==> src/rtl/count_monitor_if.sv <==
// Signal bundle between the ripple-counter monitor and its user logic.
// master drives the raw count and controls; slave is count_monitor.
interface count_monitor_if #(
  parameter int N = 4
);
  logic [N-1:0] count_in;
  logic [N-1:0] cmp_val;
  logic         cmp_load;
  logic         wrap_clr;
  logic [N-1:0] count_q;
  logic         valid;
  logic         match_pulse;
  logic         wrap_pulse;
  logic [7:0]   wrap_cnt;

  modport master (
    output count_in, cmp_val, cmp_load, wrap_clr,
    input  count_q, valid, match_pulse, wrap_pulse, wrap_cnt
  );

  modport slave (
    input  count_in, cmp_val, cmp_load, wrap_clr,
    output count_q, valid, match_pulse, wrap_pulse, wrap_cnt
  );
endinterface

==> src/rtl/count_monitor.sv <==
// Synchronizes and debounces an asynchronous ripple-counter value into the clk domain.
// Optional wrap event counter enabled by defining COUNT_MONITOR_WRAP_CNT_EN.
module count_monitor #(
  parameter int N      = 4,
  parameter int STABLE = 2
) (
  input  logic            clk,
  input  logic            reset_n,
  count_monitor_if.slave  mon
);

  localparam int            SW       = 4;
  localparam logic [SW-1:0] STAB_MAX = SW'(STABLE - 1);

  typedef enum logic {INIT, RUN} state_t;

  state_t        state_reg, state_next;
  logic [N-1:0]  s2_bus;
  logic [N-1:0]  cand_reg;
  logic [N-1:0]  count_reg;
  logic [N-1:0]  cmp_reg;
  logic [SW-1:0] stab_reg;
  logic [1:0]    fill_reg;
  logic          cand_valid_reg;
  logic          valid_reg;
  logic          match_reg;
  logic          wrap_reg;
  logic          accept;
  logic          do_update;
  logic          wrap_event;
  logic          match_event;

  // Two-flop synchronizer per bit; the only reader of count_in.
  genvar gi;
  generate
    for (gi = 0; gi < N; gi++) begin : g_sync
      logic s1_bit_reg;
      logic s2_bit_reg;
      always_ff @(posedge clk or negedge reset_n) begin
        if (!reset_n) begin
          s1_bit_reg <= 1'b0;
          s2_bit_reg <= 1'b0;
        end else begin
          s1_bit_reg <= mon.count_in[gi];
          s2_bit_reg <= s1_bit_reg;
        end
      end
      assign s2_bus[gi] = s2_bit_reg;
    end
  endgenerate

  // s2 carries a genuine sample only from the second edge after reset, and cand
  // starts empty, so a fresh run always needs the full STABLE+2 edges.
  always_ff @(posedge clk or negedge reset_n) begin
    if (!reset_n) begin
      fill_reg       <= 2'b00;
      cand_reg       <= '0;
      cand_valid_reg <= 1'b0;
      stab_reg       <= '0;
    end else begin
      fill_reg <= {fill_reg[0], 1'b1};
      if (fill_reg[1]) begin
        if (!cand_valid_reg || (s2_bus != cand_reg)) begin
          cand_reg       <= s2_bus;
          cand_valid_reg <= 1'b1;
          stab_reg       <= '0;
        end else if (stab_reg < STAB_MAX) begin
          stab_reg <= stab_reg + 4'd1;
        end
      end
    end
  end

  assign accept = fill_reg[1] && cand_valid_reg && (s2_bus == cand_reg) &&
                  (stab_reg >= STAB_MAX);

  always_comb begin
    state_next = state_reg;
    do_update  = 1'b0;
    case (state_reg)
      INIT: begin
        if (accept) begin
          do_update  = 1'b1;
          state_next = RUN;
        end
      end
      RUN: begin
        if (accept && (cand_reg != count_reg)) begin
          do_update = 1'b1;
        end
      end
      default: state_next = INIT;
    endcase
  end

  // cmp_reg is read before its own update, so a same-edge load compares against the old value.
  assign match_event = do_update && (cand_reg == cmp_reg);
  assign wrap_event  = do_update && (state_reg == RUN) && (cand_reg < count_reg);

  always_ff @(posedge clk or negedge reset_n) begin
    if (!reset_n) begin
      state_reg <= INIT;
      count_reg <= '0;
      cmp_reg   <= '0;
      valid_reg <= 1'b0;
      match_reg <= 1'b0;
      wrap_reg  <= 1'b0;
    end else begin
      state_reg <= state_next;
      match_reg <= match_event;
      wrap_reg  <= wrap_event;
      if (do_update) begin
        count_reg <= cand_reg;
        valid_reg <= 1'b1;
      end
      if (mon.cmp_load) begin
        cmp_reg <= mon.cmp_val;
      end
    end
  end

`ifdef COUNT_MONITOR_WRAP_CNT_EN
  logic [7:0] wrap_cnt_reg;

  // Clear wins over a coincident wrap event.
  always_ff @(posedge clk or negedge reset_n) begin
    if (!reset_n) begin
      wrap_cnt_reg <= 8'd0;
    end else if (mon.wrap_clr) begin
      wrap_cnt_reg <= 8'd0;
    end else if (wrap_event && (wrap_cnt_reg != 8'hFF)) begin
      wrap_cnt_reg <= wrap_cnt_reg + 8'd1;
    end
  end

  assign mon.wrap_cnt = wrap_cnt_reg;
`else
  logic unused_wrap_clr;
  assign unused_wrap_clr = mon.wrap_clr;
  assign mon.wrap_cnt    = 8'd0;
`endif

  assign mon.count_q     = count_reg;
  assign mon.valid       = valid_reg;
  assign mon.match_pulse = match_reg;
  assign mon.wrap_pulse  = wrap_reg;

endmodule

==> src/flat_wrapper.sv <==
// flat-port wrapper written by rule: the top's interface ports become plain ports
module count_monitor_flat 
#(
  parameter int N      = 4,
  parameter int STABLE = 2
)
  (clk, reset_n, mon_count_in, mon_cmp_val, mon_cmp_load, mon_wrap_clr, mon_count_q, mon_valid, mon_match_pulse, mon_wrap_pulse, mon_wrap_cnt);
  count_monitor_if #(.N(N)) mon_i ();
  input  logic clk;
  input  logic reset_n;
  input wire logic [$bits(mon_i.count_in)-1:0] mon_count_in;
  input wire logic [$bits(mon_i.cmp_val)-1:0] mon_cmp_val;
  input wire logic [$bits(mon_i.cmp_load)-1:0] mon_cmp_load;
  input wire logic [$bits(mon_i.wrap_clr)-1:0] mon_wrap_clr;
  output wire logic [$bits(mon_i.count_q)-1:0] mon_count_q;
  output wire logic [$bits(mon_i.valid)-1:0] mon_valid;
  output wire logic [$bits(mon_i.match_pulse)-1:0] mon_match_pulse;
  output wire logic [$bits(mon_i.wrap_pulse)-1:0] mon_wrap_pulse;
  output wire logic [$bits(mon_i.wrap_cnt)-1:0] mon_wrap_cnt;
  assign mon_i.count_in = mon_count_in;
  assign mon_i.cmp_val = mon_cmp_val;
  assign mon_i.cmp_load = mon_cmp_load;
  assign mon_i.wrap_clr = mon_wrap_clr;
  assign mon_count_q = mon_i.count_q;
  assign mon_valid = mon_i.valid;
  assign mon_match_pulse = mon_i.match_pulse;
  assign mon_wrap_pulse = mon_i.wrap_pulse;
  assign mon_wrap_cnt = mon_i.wrap_cnt;
  count_monitor #(.N(N), .STABLE(STABLE)) u_core (.clk(clk), .reset_n(reset_n), .mon(mon_i));
endmodule
==> config.mk <==
export PLATFORM = sky130hd
export DESIGN_NAME = count_monitor_flat
export DESIGN_NICKNAME = d
export VERILOG_FILES = /design/src/rtl/count_monitor_if.sv /design/src/rtl/count_monitor.sv /design/src/flat_wrapper.sv
export SDC_FILE = /design/constraint.sdc
export NUM_CORES = 1
export LEC_CHECK = 0
export CAP_MARGIN = 15
export CORE_MARGIN = 2
export CORE_UTILIZATION = 50
export CTS_CLUSTER_DIAMETER = 40
export DETAILED_ROUTE_END_ITERATION = 8
export PLACE_DENSITY_LB_ADDON = 0.3
export SYNTH_ARGS = -nofsm -noshare
export SYNTH_HDL_FRONTEND = slang
export SYNTH_SLANG_ARGS = --single-unit
==> constraint.sdc <==
create_clock -name clk -period 2.05 [get_ports clk]
set_input_delay 0.41 -clock clk [delete_from_list [all_inputs] [get_ports clk]]
set_output_delay 0.41 -clock clk [all_outputs]
set_load 0.03 [all_outputs]
* Yosys cells after proc, flatten, opt, wreduce, memory -nomap -nowiden *
Index checks and enable logic that the tools add are counted.

operators by class
  add/subtract/negate cells = 1
  multiply operators = 0
  div/mod/pow operators = 0
  order comparisons = 3
  eq/ne operators = 4
  shifts and indexed selects = 0
  muxes and demuxes = 6
  bitwise logic cells = 1
  reduce and logical (&&, ||, !) cells = 12

operators by type and width
  kind                                                                count
  == test 4 bit                                                       2
  2-to-1 mux 4 bit                                                    2
  != test 4 bit                                                       2
  logical AND 1 bit                                                   7
  adder 4 x 1 -> 4 bit (second input constant)                        1
  greater-or-equal comparator 4 x 1 -> 1 bit (second input constant)  1
  less-than comparator 4 x 1 -> 1 bit (second input constant)         1
  less-than comparator 4 bit                                          1
  AND reduction 2 bit                                                 2
  2-to-1 mux 1 bit                                                    3
  one-hot mux 1 bit (2 select lines)                                  1
  nonzero test 2 bit                                                  1
  zero test 1 bit                                                     1
  logical OR 1 bit                                                    1
  inverter 1 bit                                                      1

storage, ports and cells
  bits in registers = 31
  latch bits = 0
  RAM bits = 0
  ROM bits = 0
  output and inout bits = 15
  memories = 0

* Longest topological paths before layout *
Gate-level depths: netlist (run 1).

  depth in word-level cells = 8
  depth in mapped cells = 6

* Worst setup path before layout (run 1) *
No wires, ideal clock.

  kind = register -> register
  start = register u_core.count_reg[2] (netlist: u_core.mon.count_q[2])
  end = register u_core.count_reg[0] (netlist: u_core.mon.count_q[0])
  arrival time = 1.678 ns
  required time = 1.925 ns
  setup slack = 0.248 ns
  stages on the path, launching flop included = 7
  path buffers = 0
  clock period less this slack = 1.802 ns
  path through = dfrtp_1 inv_1 ha_1 nand4_1 o221ai_2 nor3_4 mux2_2

on the way
  word-level cells in the longest chain between the ends = 4

ends and longest elaborated chain
  item                                RTL line              RTL
  start: declaration                  count_monitor.sv:20   logic [N-1:0] count_reg;
  start signal: assignment            count_monitor.sv:113  count_reg <= cand_reg;
  != test 4 bit                       count_monitor.sv:88   if (accept && (cand_reg != count_reg)) begin
  logical AND 1 bit                   count_monitor.sv:88
  2-to-1 mux 1 bit                    count_monitor.sv:88
  one-hot mux 1 bit (2 select lines)  count_monitor.sv:80   case (state_reg)

No other way between the ends.
A chain may end at the register's enable or synchronous reset.

* Final worst setup path (run 1) *
  start = register u_core.stab_reg[0]
  end = register u_core.count_reg[3] (netlist: u_core.mon.count_q[3])

on the way
  word-level cells in the longest chain between the ends = 5

ends and longest elaborated chain
  item                                          RTL line             RTL
  start: declaration                            count_monitor.sv:22  logic [SW-1:0] stab_reg;
  start signal: assignment                      count_monitor.sv:68  stab_reg <= stab_reg + 4'd1;
  greater-or-equal comparator 4 x 1 -> 1 bit *  count_monitor.sv:75  (stab_reg >= STAB_MAX);
  logical AND 1 bit *                           count_monitor.sv:74  assign accept = fill_reg[1] && cand_valid_reg && (s2_bus == cand_reg) &&
  logical AND 1 bit                             count_monitor.sv:88
  2-to-1 mux 1 bit                              count_monitor.sv:88
  one-hot mux 1 bit (2 select lines) *          count_monitor.sv:80

Every way passes the cells marked *; elsewhere a longest branch is shown, timed or not.

==> impl_metrics.env, run 1 <==
export IMPL_status="finished clean"
export IMPL_final_common_cell="dfrtp_1"
export IMPL_die_h_um=56.8
export IMPL_most_common_layout_cells="31 x dfrtp_1, 17 x clkdlybuf4s50_1, 12 x mux2_2"
export IMPL_setup_ws_ns=0.205
export IMPL_fin_crit_sh_pct=90.0
export IMPL_grt_pass1_wl_um=3900
export IMPL_insertion_delay_ns=0.33
export IMPL_path_max_fanout=7
export IMPL_routabilityCongestion=0.803
export IMPL_fmax_mhz=542
export IMPL_synth_xor_area_share_pct=3.14
export IMPL_vias_per_cell=5.12
export IMPL_dp_hpwl_um=1570
export IMPL_num_antenna_cells=0
export IMPL_postCtsSetupBuffers=0
export IMPL_leakage_nw=0.748
export IMPL_met2WireLength_um=1070
export IMPL_powerDensity_nw_per_um2=1010
export IMPL_gr_total_overflow=0
export IMPL_crit_slowest_cell="dfrtp_1"
export IMPL_wl_um=2120
export IMPL_synth_warnings=0
export IMPL_period_minus_slack_ns=1.84
export IMPL_syn_area_um2=1400
export IMPL_antenna_left=0
export IMPL_max_cap_violations=0
export IMPL_worst_setup_path_type="flop to flop"
export IMPL_cts_sinks=31
export IMPL_top_layer="met4"
export IMPL_hold_violations=0
export IMPL_dieArea_um2=3230
export IMPL_muxShareOfSynthArea_pct=9.69
export IMPL_ios=27
export IMPL_h_tree_depth=2
export IMPL_drt_met1_wl_um=903
export IMPL_cts_tree="yes"
export IMPL_postCtsHoldBufs=0
export IMPL_setup_tns_final_ns=0
export IMPL_syn_mean_instance_area_um2=13.0
export IMPL_r2r_slack_ns=0.21
export IMPL_areaGrowthSynthToFinish_pct=19.0
export IMPL_vdd_ir_drop_max_v=0.00106
export IMPL_start_util_pct=51.5
export IMPL_min_path_cells=0
export IMPL_port_buffers=17
export IMPL_ys_seq_area_share_pct=55.6
export IMPL_clk_path_buf_depth=2
export IMPL_path_clk_slew_ns=0.10
export IMPL_cts_root_buf="clkbuf_4"
export IMPL_cts_repair_resize_count=0
export IMPL_yosys_area_share_adder_pct=6.28
export IMPL_antenna_found_initial=0
export IMPL_cts_inserted_buffers=5
export IMPL_end_kind="flop"
export IMPL_yosys_area_share_simple_pct=9.87
export IMPL_ys_ff_latch=31
export IMPL_hp_class="flop to flop"
export IMPL_dr_pass1_iters=4
export IMPL_slowest_delay_ns=0.41
export IMPL_via_count=830
export IMPL_layout_drive_gt1_share_pct=22.1
export IMPL_crit_chain="inv_1, ha_1, or3b_4, o221ai_2, nor3_4, mux2_2"
export IMPL_critPathRequiredTime_ns=2.27
export IMPL_drc=0
export IMPL_crit_arrival_ns=2.06
export IMPL_cp_start_kind="flop"
export IMPL_coreArea_um2=2710
export IMPL_dp_slack_ns=0.227
export IMPL_grtUsageTotal_pct=16.5
export IMPL_routedWlPerCell_um=13.1
export IMPL_worst_r2r_path_depth=6
export IMPL_drt_iter0_drc=15
export IMPL_die_x_um=56.8
export IMPL_synth_compound_area_share_pct=8.16
export IMPL_setup_viol=0
export IMPL_grt_max_degree=32
export IMPL_fin_nets=149
export IMPL_grt_setup_unrepaired="no"
export IMPL_wl_met3_um=104
export IMPL_fin_skew_ns=0.0106
export IMPL_grt_pass1_vias=843
export IMPL_rows=19
export IMPL_ys_types=30
export IMPL_slew_violations=0
export IMPL_synth_cells=107
export IMPL_synth_top_family_by_area="simple AND/OR/NAND/NOR gates"
-- worst max-delay path, delay by kind of cell (launching register included) --
family	cells	cell delay [ns]
DFF	1	0.41
AOI/OAI and AO/OA	1	0.12
and+or+nand+nor	2	0.55
adders and majority gates	1	0.20
buffers and inverters	1	0.09
muxes	1	0.38
-- metrics by stage --
stage	instances	instance area [um2]	hold slack (ns)	power, mW	utilization (%)
finish	162	1660	0.348	1.68	61.3
global route	162	1660	0.369	1.80	61.3
CTS	162	1660	0.358	1.70	61.3
detailed placement	154	1570	0.337	1.21	58.1
global placement	154	1570	0.333	1.19	58.1
floorplan	114	1420	0.114	1.05	-
-- per-layer routing --
metal | global-route usage [%] | up-vias
met4 | 6.98 | 0
met2 | 26.2 | 21
met1 | 19.8 | 404
met3 | 6.91 | 6
met5 | 0 | -
li1 | - | 399
-- path summary, 6_finish.rpt --
| check | startpoint | endpoint |
|---|---|---|
| worst max-delay path | u_core.stab_reg[0] | u_core.mon.count_q[3] |
| worst min-delay path | u_core.fill_reg[0] | u_core.fill_reg[1] |
| worst max register to register | u_core.stab_reg[0] | u_core.mon.count_q[3] |
| worst min register to register | u_core.fill_reg[0] | u_core.fill_reg[1] |
| max in group asynchronous | reset_n | u_core.g_sync[3].s1_bit_reg |
| min in group asynchronous | reset_n | u_core.cand_reg[0] |
-- cell usage after synthesis --
| library cell | number | share of area [%] |
|---|---|---|
| xor2_1 | 2 | 1.3 |
| nand4_1 | 1 | 0.45 |
| dfrtp_1 | 31 | 56 |
| xnor2_1 | 3 | 1.9 |
| o21ai_2 | 1 | 0.63 |
| buf_4 | 8 | 4.3 |
| and3_1 | 1 | 0.45 |
| nand2_1 | 2 | 0.54 |
| inv_1 | 8 | 2.2 |
| nand3_1 | 2 | 0.72 |
| o21ai_0 | 4 | 1.4 |
| conb_1 | 2 | 0.54 |
| ha_1 | 7 | 6.3 |
| clkbuf_1 | 1 | 0.27 |
| or2_2 | 2 | 0.90 |
| and2_1 | 1 | 0.45 |
| o21a_1 | 2 | 1.1 |
| nor3_4 | 1 | 1.2 |
| o221ai_2 | 1 | 1.1 |
| mux2_2 | 12 | 9.7 |
| and4b_1 | 1 | 0.72 |
| a211o_1 | 2 | 1.3 |
| nor2_1 | 1 | 0.27 |
| nor3b_1 | 1 | 0.54 |
| o2111ai_2 | 2 | 2.2 |
| nand2b_1 | 4 | 1.8 |
| and4_1 | 1 | 0.63 |
| o31ai_1 | 1 | 0.54 |
| or3b_4 | 1 | 0.81 |
| nor2b_1 | 1 | 0.45 |
-- report_power, final --
part           switching (mW)  internal [mW]  leakage [nW]
logic                   0.230          0.204         0.318
clock network           0.202          0.288        0.0482
registers              0.0663          0.688         0.382
total                   0.499           1.18         0.748
-- logic make-up (layout without fill, tap and decap cells) --
kind of cell               after synthesis  in the layout
AOI/OAI and AO/OA                       13             13
xor gates and xnor gates                 5              5
adders and majority gates                7              7
buffers and inverters                   17             34
DFF                                     31             31
muxes                                   12             12
other                                    2              9
and+or+nand+nor                         20             20
-- cell type report --
type	instances	area, um2
flip-flops and latches	31	776
multi-input cells	66	552
clock buffers	6	51.3
well taps	31	38.8
clock inverters	2	35.0
fillers	212	1050
repair buffers	18	178
inverters	8	30.0
No activity file was read; power rests on OpenSTA's default activity.
==> inputs of run 2 (changes only) <==
CORE_ASPECT_RATIO = 1.75   (was default)
==> run 2 against run 1 <==
  * Global-route usage is 0.38 points higher
  * Critical path depth stayed put
  * Routed wire length is 5.8% higher
  * Via count is 0.24% lower
  * Clock power is 24% higher
  * Flip-flop and latch count stayed put
  * First-iteration DRC count is 80% higher
  * Worst setup slack worse by 0.0039 ns
  * Non-clock buffer count is 1 higher
  * Maximum frequency is 0.21% lower
  * Die area is 0.52% higher
==> impl_metrics.env, run 2 (same netlist as run 1, synthesis figures left out) <==
export IMPL_postCtsHoldBufs=0
export IMPL_fmax_mhz=541
export IMPL_areaGrowthSynthToFinish_pct=21.4
export IMPL_die_x_um=43.9
export IMPL_clk_path_buf_depth=2
export IMPL_worst_r2r_path_depth=6
export IMPL_p_int_mw=1.29
export IMPL_r2r_start="u_core.stab_reg[0]"
export IMPL_coreArea_um2=2690
export IMPL_grtUsageMet2_pct=27.3
export IMPL_max_cap_violations=0
export IMPL_grtUsageTotal_pct=16.9
export IMPL_p_sw_share_pct=28.4
export IMPL_start_util_pct=51.9
export IMPL_routabilityCongestion=0.733
export IMPL_layout_drive_gt1_share_pct=22.7
export IMPL_hp_class="flop to flop"
export IMPL_insertion_delay_ns=0.28
export IMPL_hold_violations=0
export IMPL_slew_violations=0
export IMPL_grtUsageMet3_pct=4.42
export IMPL_cp_start_kind="flop"
export IMPL_grt_max_degree=32
export IMPL_worst_setup_path_type="flop to flop"
export IMPL_wl_um=2240
export IMPL_p_switching_mw=0.513
export IMPL_grt_busiest_layer="met2"
export IMPL_powerDensity_nw_per_um2=1060
export IMPL_dieArea_um2=3250
export IMPL_setup_viol=0
export IMPL_crit_arrival_ns=2.01
export IMPL_path_max_fanout=7
export IMPL_path_clk_slew_ns=0.07
export IMPL_port_buffers=17
export IMPL_critPathRequiredTime_ns=2.21
export IMPL_num_antenna_cells=0
export IMPL_rows=25
export IMPL_dr_pass1_iters=4
export IMPL_via_count=828
export IMPL_fin_nets=150
export IMPL_cts_root_buf="clkbuf_8"
export IMPL_antenna_found_initial=0
export IMPL_h_tree_depth=2
export IMPL_seqCellArea_um2=776
export IMPL_drc=0
export IMPL_final_common_cell="dfrtp_1"
export IMPL_fin_crit_sh_pct=90.2
export IMPL_end_kind="flop"
export IMPL_r2r_slack_ns=0.20
export IMPL_vias_per_cell=5.21
export IMPL_drt_iter0_drc=27
export IMPL_cts_sinks=31
export IMPL_most_common_layout_cells="31 x dfrtp_1, 17 x clkdlybuf4s50_1, 12 x mux2_2"
export IMPL_r2r_end="u_core.mon.count_q[2]"
export IMPL_die_h_um=73.9
export IMPL_grt_pass1_wl_um=3860
export IMPL_leakage_nw=0.766
export IMPL_cts_repair_resize_count=0
export IMPL_cts_tree="yes"
export IMPL_antenna_left=0
export IMPL_ios=27
export IMPL_whs_endpoint="u_core.g_sync[3].s2_bit_reg"
export IMPL_period_minus_slack_ns=1.85
export IMPL_dp_hpwl_um=1680
export IMPL_cts_inserted_buffers=5
export IMPL_grt_pass1_vias=840
export IMPL_p_clk_share_pct=33.6
export IMPL_grt_setup_unrepaired="no"
export IMPL_setup_tns_final_ns=0
export IMPL_status="finished clean"
export IMPL_gr_total_overflow=0
export IMPL_multi_input_area_um2=552
export IMPL_p_comb_share_pct=24.4
export IMPL_min_path_cells=0
export IMPL_fin_skew_ns=0.0106
export IMPL_routedWlPerCell_um=14.1
export IMPL_fillers=233
export IMPL_utilization_pct=63.0
export IMPL_hp_start="u_core.g_sync[3].s1_bit_reg"
export IMPL_vdd_ir_drop_max_v=0.00103
export IMPL_power_share_sequential_pct=41.9
export IMPL_postCtsSetupBuffers=0
export IMPL_grt_use_met1_pct=18.4
run 2: cell types whose count changed in the layout (fill, tap and decap cells not counted), sizes merged:
cell  previous run  this run
buf              1         2
run 2: worst max path at each step:
stage | end | from | cells after the start | slack, ns
6_report | u_core.mon.count_q[2] | u_core.stab_reg[0] | 6 | 0.20
5_1_grt | u_core.mon.count_q[0] | u_core.stab_reg[0] | 6 | 0.07
4_1_cts | u_core.mon.count_q[2] | u_core.stab_reg[0] | 6 | 0.20
3_5_place_dp | u_core.mon.count_q[2] | u_core.stab_reg[0] | 6 | 0.21
3_3_place_gp | u_core.mon.count_q[2] | u_core.stab_reg[0] | 6 | 0.25
2_1_floorplan | u_core.mon.count_q[0] | u_core.mon.count_q[2] | 6 | 0.25
run 2: final cells by class:
cell class | instances | share of cell area, %
Clock buffer | 6 | 4.87
Clock inverter | 2 | 2.07
Timing Repair Buffer | 19 | 10.9
Inverter | 8 | 1.77
Tap cell | 27 | 1.99
Multi-Input combinational cell | 66 | 32.6
Sequential cell | 31 | 45.8
run 2: metrics by stage:
| step | power (mW) | area, um2 | setup WS [ns] | instances | hold slack (ns) |
|---|---|---|---|---|---|
| finish | 1.80 | 1690 | 0.202 | 159 | 0.346 |
| global route | 1.89 | 1690 | 0.0667 | 159 | 0.355 |
| CTS | 1.82 | 1690 | 0.196 | 159 | 0.350 |
| detailed placement | 1.21 | 1580 | 0.212 | 151 | 0.337 |
| global placement | 1.19 | 1580 | 0.248 | 151 | 0.332 |
| floorplan | 1.05 | 1420 | 0.248 | 114 | 0.114 |
run 2: power groups by stage:
stage | Sequential (mW) | Clock [mW] | Combinational (mW)
finish | 0.756 | 0.606 | 0.441
global placement | 0.764 | 0 | 0.430
detailed placement | 0.769 | 0 | 0.444
global route | 0.767 | 0.642 | 0.485
floorplan | 0.824 | 0 | 0.230
CTS | 0.758 | 0.621 | 0.447
run 2: critical path, stage by stage (launching register included):
cell	delay, ns
dfrtp_1	0.40
inv_1	0.09
ha_1	0.21
or3b_4	0.26
o221ai_2	0.11
nor3_4	0.29
mux2_2	0.38
run 2: routing by layer:
layer,vias to the layer above,wire [um]
met4,0,65
li1,393,-
met2,13,1270
met3,6,67
met1,416,843
met5,-,0
